`src/rtl/imm_packer.sv`:
```
// imm_packer: packs a 32-bit immediate into RISC-V I/S/B/J instruction fields through a 2-stage valid/ready pipeline
module imm_packer #(
  parameter int unsigned ERR_CNT_W = 8
) (
  input  logic                 clk,
  input  logic                 rst_n,
  input  logic                 in_valid,
  output logic                 in_ready,
  input  logic [31:0]          in_base,
  input  logic [31:0]          in_imm,
  input  logic [1:0]           in_imm_src,
  output logic                 out_valid,
  input  logic                 out_ready,
  output logic [31:0]          out_instr,
  output logic                 out_err,
  input  logic                 err_clr,
  output logic [ERR_CNT_W-1:0] err_count
);
  localparam logic [1:0] SRC_I = 2'b00;
  localparam logic [1:0] SRC_S = 2'b01;
  localparam logic [1:0] SRC_B = 2'b10;
  logic                 s1_valid_q, s1_valid_d;
  logic [31:0]          s1_base_q, s1_imm_q;
  logic [1:0]           s1_src_q;
  logic                 s1_err_q, s1_err_d;
  logic                 out_valid_q, out_valid_d;
  logic [31:0]          out_instr_q, out_instr_d;
  logic                 out_err_q;
  logic [ERR_CNT_W-1:0] err_count_q, err_count_d;
  logic                 s2_ready, s1_load, s2_load;
  logic                 hi11_ok, hi12_ok, hi20_ok;
  assign s2_ready  = !out_valid_q || out_ready;
  assign in_ready  = !s1_valid_q || s2_ready;
  assign s1_load   = in_valid && in_ready;
  assign s2_load   = s1_valid_q && s2_ready;
  assign out_valid = out_valid_q;
  assign out_instr = out_instr_q;
  assign out_err   = out_err_q;
  assign err_count = err_count_q;
  // An immediate fits when every bit above the field's sign bit matches it
  assign hi11_ok = &in_imm[31:11] || ~|in_imm[31:11];
  assign hi12_ok = &in_imm[31:12] || ~|in_imm[31:12];
  assign hi20_ok = &in_imm[31:20] || ~|in_imm[31:20];
  always_comb begin
    s1_valid_d  = in_ready ? in_valid : s1_valid_q;
    s1_err_d    = in_imm_src[1] ? (!(in_imm_src[0] ? hi20_ok : hi12_ok) || in_imm[0]) : !hi11_ok;
    out_valid_d = s2_ready ? s1_valid_q : out_valid_q;
    out_instr_d = (s1_src_q == SRC_I) ? {s1_imm_q[11:0], s1_base_q[19:0]} :
                  (s1_src_q == SRC_S) ? {s1_imm_q[11:5], s1_base_q[24:12], s1_imm_q[4:0], s1_base_q[6:0]} :
                  (s1_src_q == SRC_B) ? {s1_imm_q[12], s1_imm_q[10:5], s1_base_q[24:12], s1_imm_q[4:1],
                                         s1_imm_q[11], s1_base_q[6:0]} :
                                        {s1_imm_q[20], s1_imm_q[10:1], s1_imm_q[11], s1_imm_q[19:12],
                                         s1_base_q[11:0]};
    err_count_d = err_clr ? '0 :
                  (out_valid_q && out_ready && out_err_q && err_count_q != '1) ? err_count_q + 1'b1 :
                  err_count_q;
  end
  always_ff @(posedge clk or negedge rst_n) begin
    if (!rst_n) begin
      s1_valid_q  <= 1'b0;
      s1_base_q   <= '0;
      s1_imm_q    <= '0;
      s1_src_q    <= '0;
      s1_err_q    <= 1'b0;
      out_valid_q <= 1'b0;
      out_instr_q <= '0;
      out_err_q   <= 1'b0;
      err_count_q <= '0;
    end else begin
      s1_valid_q  <= s1_valid_d;
      out_valid_q <= out_valid_d;
      err_count_q <= err_count_d;
      if (s1_load) begin
        s1_base_q <= in_base;
        s1_imm_q  <= in_imm;
        s1_src_q  <= in_imm_src;
        s1_err_q  <= s1_err_d;
      end
      if (s2_load) begin
        out_instr_q <= out_instr_d;
        out_err_q   <= s1_err_q;
      end
    end
  end
endmodule

```
`config.mk`:
```
export PLATFORM = sky130hd
export DESIGN_NAME = imm_packer
export DESIGN_NICKNAME = d
export VERILOG_FILES = /design/src/rtl/imm_packer.sv
export SDC_FILE = /design/constraint.sdc
export NUM_CORES = 1
export LEC_CHECK = 0
export ABC_CLOCK_PERIOD_IN_PS = 1700
export BUFFER_PORTS_ARGS = -buffer_cell sky130_fd_sc_hd__buf_2
export CORE_MARGIN = 2
export CORE_UTILIZATION = 52
export CTS_CLUSTER_SIZE = 8
export DETAILED_ROUTE_END_ITERATION = 10
export PLACE_DENSITY_LB_ADDON = 0.2
export SLEW_MARGIN = 10
export SYNTH_ARGS = -nofsm -noshare
export SYNTH_HDL_FRONTEND = slang
export SYNTH_SLANG_ARGS = --single-unit
```
`constraint.sdc`:
```
create_clock -name clk -period 1.7 [get_ports clk]
set_input_delay 0 -clock clk [delete_from_list [all_inputs] [get_ports clk]]
set_output_delay 0 -clock clk [all_outputs]
set_load 0.005 [all_outputs]
```
Yosys cells after proc, flatten, opt, wreduce, memory -nomap -nowiden --
Cells that the tools add are included.
Storage, ports and cells: register bits 92, bits of input ports 71, word-level logic and storage cells 46
Cells by class: $add $sub $neg 1, equality and inequality tests 3, mux-type cells 7, reduce and logical (&&, ||, !) cells 26
Operator list (number):
- 32-bit two-way mux | 3
- 21-bit AND reduction | 1
- 21-bit OR reduction | 1
- 20-bit AND reduction | 1
- 20-bit OR reduction | 1
- 8-bit two-way mux | 2
- 12-bit AND reduction | 1
- 12-bit OR reduction | 1
- 8-bit by 1-bit adder with 8-bit output (second input constant) | 1
- 8-bit inequality test (second input constant) | 1
- 1-bit logical NOT | 7
- 1-bit logical OR | 6
- 1-bit logical AND | 5
- 2-bit by 1-bit == test with 1-bit output (second input constant) | 1
- 2-bit == test (second input constant) | 1
- 2-bit logical NOT | 1
- 1-bit two-way mux | 2
- 2-bit nonzero test | 1

Logic depth before layout (Yosys ltp) --
word-level depth 7, gate-level depth with buffers 6

Worst setup path after synthesis --
No wires, ideal clock.
path kind register -> register, start point reg err_count_q[0] (netlist: err_count[0]), end point reg err_count_q[3] (netlist: err_count[3]), arrival 1.425 ns, required time 1.622 ns, setup slack 0.197 ns, stages on the path, launching flop included 6, path buffers 0, clock period less this slack 1.503 ns, cells stage by stage dfrtp_1 > ha_1 > nand3_1 > o2111ai_4 > or3_1 > a21oi_1
Between the ends: longest elaborated chain between the ends 3, elaborated cells between the ends (all ways) 6, those cells by class add/sub: 1; eq/ne: 1; mux: 2; reduce/logical: 2
Ends and longest elaborated chain:
- from (decl) | RTL line 29 | logic [ERR_CNT_W-1:0] err_count_q, err_count_d;
- from (signal assigned) | RTL line 72 | err_count_q <= err_count_d;
- 8-bit by 1-bit adder with 8-bit output / 8-bit inequality test (equally long branches) | RTL line 55 | (out_valid_q && out_ready && out_err_q && err_count_q != '1) ? err_count_q + 1'b1 :
- 8-bit two-way mux / 1-bit logical AND (equally long branches) | RTL line 55
- 8-bit two-way mux / 2-bit nonzero test (equally long branches)
Parallel ways exist; a longest one is shown, timed or not. The select of a mux whose other input is x is not followed. A chain may end at the register's enable or synchronous reset.

Final worst setup path --
Same ends and word-level chain as after synthesis.

==> impl_metrics.toml <==
[logic_synthesis]
synth_edf_count = 0
ys_warn_count = 0
async_flop_share_pct = 100
yosysMostFrequentCell = "dfrtp_1"
ys.flop_type = "dfrtp_1"
yosys.area.top_type = "dfrtp_1"
yosys_register_bits = 92
synth_nets = 371
synth_commonest_cells = "92 x dfrtp_1, 62 x mux2_2, 26 x nand2_1, 25 x o21ai_0, 19 x mux2i_1"
netlist_area_um2 = 3930
synth_top_area_share_pct = 58.7
synth_seq_area_share_pct = 58.7
synth_cell_types = 33
synth_area_leaders = "dfrtp_1 59%, mux2_2 18%, mux2i_1 4.8%"
synth_cells = 299
avgSynthCellArea_um2 = 13.1

[pwr]
p_leak_uw = 0.00250
swShare_pct = 26.5
power_frac_seq_pct = 50.7
intPower_uw = 4080
vdd_drop_max_uv = 449
power.switching_uw = 1470
power_density_nw_per_um2 = 1040
pwr-share-clk_pct = 28.0
p_comb_share_pct = 21.3

[global_route]
antenna_found_initial = 0
track_usage_pct = 21.3
grt_max_degree = 48
grt_pass1_wl_um = 13700
globalRouteOverflowTotal = 0
grt_pass1_vias = 2835

[sta]
slew_headroom_pct = 70.8
hold_viol = 0
final-setup-viol-count = 0
finalCritPeriodShare_pct = 94.8
setup_ws_ns = 0.0888
finalMaxSlewViolations = 0
fmax_ghz = 0.621
fin_crit_ns = 1.61
fin_skew_ns = 0.00914
tightestPinTransition_ns = 0.438

[clock_network]
cts_tree = "done"
clock_latency_ns = 0.35
htree_levels = 3
cts_sinks = 92
clockBufferDepth = 2
root_buffer = "clkbuf_8"
cts_buffers = 9
clk_pin_slew_ns = 0.09
cts_resized = 0

[route]
routedWlPerCell_um = 14.8
drtAntennaViolNets = 0
routed_wl_um = 8380
drt-initial-drc-count = 90
viasPerCell = 5.05
via_count = 2856
drc = 0
drt_pass1_iterations = 4

[die]
ioPinCount = 114
rows = 31
dieArea_um2 = 8260
die_x_um = 90.9
die_h_um = 90.9
start_util_pct = 53.8
core_um2 = 7290

[run_status]
outcome = "finished clean"

[worst_setup_path]
crit_chain = "ha_1, nand3_1, o2111ai_4, or3_1, a21oi_1"
crit_buf_inv = 0
cpPeakStageDelay_ns = 0.41
worst-setup-path-type = "reg2reg"
arrival_ns = 1.89
end_kind = "flop"
worstPathMaxFanout = 8
cp.required_ns = 1.98
start_kind = "flop"
reg2reg_slack_ns = 0.09
cpMaxStageDelayCell = "dfrtp_1"
crit_family = "simple AND/OR/NAND/NOR gates"

[finish]
fin_cells = 566
final_layout_size_suffix_gt1_share_pct = 42.4
regArea_um2 = 2300
area_delta_synth_final_pct = 35.6
nNetsFinal = 535
num-fill-cells = 535
diodes = 0
multi_input_area_um2 = 1510

[placement]
hpwl_um = 5510
dp_cells = 497
finalWeightedCongestion = 0.789
pre_cts_ws_ns = 0.108
port_buffers = 106

[flow_run]
drv_cap = 0

[min_path]
worstHoldPathType = "in2reg"
==> repair_timing <==
item,in CTS,in global routing
setup endpoints to repair,0,2
endpoints found under the hold margin,149,0
setup buffers,0,3
hold buffers,51,0
==> flip-flops by register name, indices dropped and copies added (netlist names) <==
name        flops
out_instr      32
s1_base_q      25
s1_imm_q       21
err_count       8
s1_src_q        2
out_err         1
out_valid       1
s1_err_q        1
s1_valid_q      1
==> worst min-delay path, stage by stage <==
cell and delay [ns]:
buf_2 0.12, nand2b_1 0.15, nand2b_1 0.06
==> layer usage <==
layer	up-vias	GRT usage (%)	share of wire, %	routed length (um)
li1	1379	-	-	-
met1	1403	28.0	45	3740
met2	68	35.4	50	4230
met3	6	4.26	3.9	328
met4	0	7.20	0.93	78
met5	-	0	0	0
==> power groups by stage <==
| stage | Clock [uW] | Sequential [uW] | Combinational, uW |
|---|---|---|---|
| detailed placement | 0 | 2850 | 1090 |
| global placement | 0 | 2830 | 1050 |
| finish | 1550 | 2810 | 1180 |
| global route | 1690 | 2870 | 1300 |
| floorplan | 0 | 2810 | 615 |
| CTS | 1580 | 2810 | 1180 |
==> placed cells by master (no fill, tap or decap) <==
master	instances
dfrtp_1	92
o21ai_0	25
clkbuf_8	9
a21oi_1	5
or3_1	2
o22ai_1	1
nand3b_1	2
buf_2	105
nand2_2	3
or2b_1	1
mux2i_1	19
and4_1	2
nor4_1	5
mux2_2	62
o211ai_1	1
buf_12	4
nand4_1	3
nand2b_1	3
nor3_1	4
nand2_1	25
bufinv_16	2
a22o_1	1
clkinvlp_4	1
dlygate4sd3_1	51
clkbuf_1	1
nor2_1	10
buf_4	6
xnor2_1	5
nand3_1	5
inv_1	4
o2111ai_4	1
xor2_2	1
clkinv_2	2
xor2_1	1
ha_1	1
xnor2_2	1
nand4_2	1
==> cell families after synthesis <==
logic type	synth area share [%]
flip-flops	58.7
multiplexers	22.6
AND/OR/NAND/NOR	8.32
adder cells (fa/ha/maj)	0.319
AO/OA/AOI/OAI	5.07
buffers and inverters	2.84
XOR/XNOR	2.17
==> layout make-up <==
type | count | share of cell area [%]
Tap cell | 99 | 2.33
Timing Repair Buffer | 166 | 21.8
Multi-Input combinational cell | 190 | 28.5
Clock inverter | 5 | 1.46
Clock buffer | 10 | 2.40
Inverter | 4 | 0.282
Sequential cell | 92 | 43.3
==> per-stage QoR <==
step                instance area, um2  hold slack (ns)  TNS (ns)  utilization, %  total power (uW)
finish                            5320           0.0296         0            73.0              5550
global route                      5320           0.0233  -0.00495            73.0              5860
CTS                               5300          0.00494         0            72.7              5570
detailed placement                4580           -0.110         0            62.9              3940
global placement                  4580           -0.116         0            62.9              3880
floorplan                         3930           -0.296         0               -              3430
==> path summary, 6_finish.rpt <==
path,to,cells past startpoint,from
worst min-delay path,out_valid$_DFFE_PN0P_,3,out_ready
min in group asynchronous,s1_base_q[4]$_DFFE_PN0P_,2,rst_n
worst max-delay path,err_count[3]$_DFFE_PN0P_,5,err_count[0]$_DFFE_PN0P_
worst max register to register,err_count[3]$_DFFE_PN0P_,5,err_count[0]$_DFFE_PN0P_
max in group asynchronous,s1_src_q[1]$_DFFE_PN0P_,3,rst_n
worst min register to register,out_instr[21]$_DFFE_PN0P_,2,out_instr[21]$_DFFE_PN0P_
No activity file was read; power rests on OpenSTA's default activity.
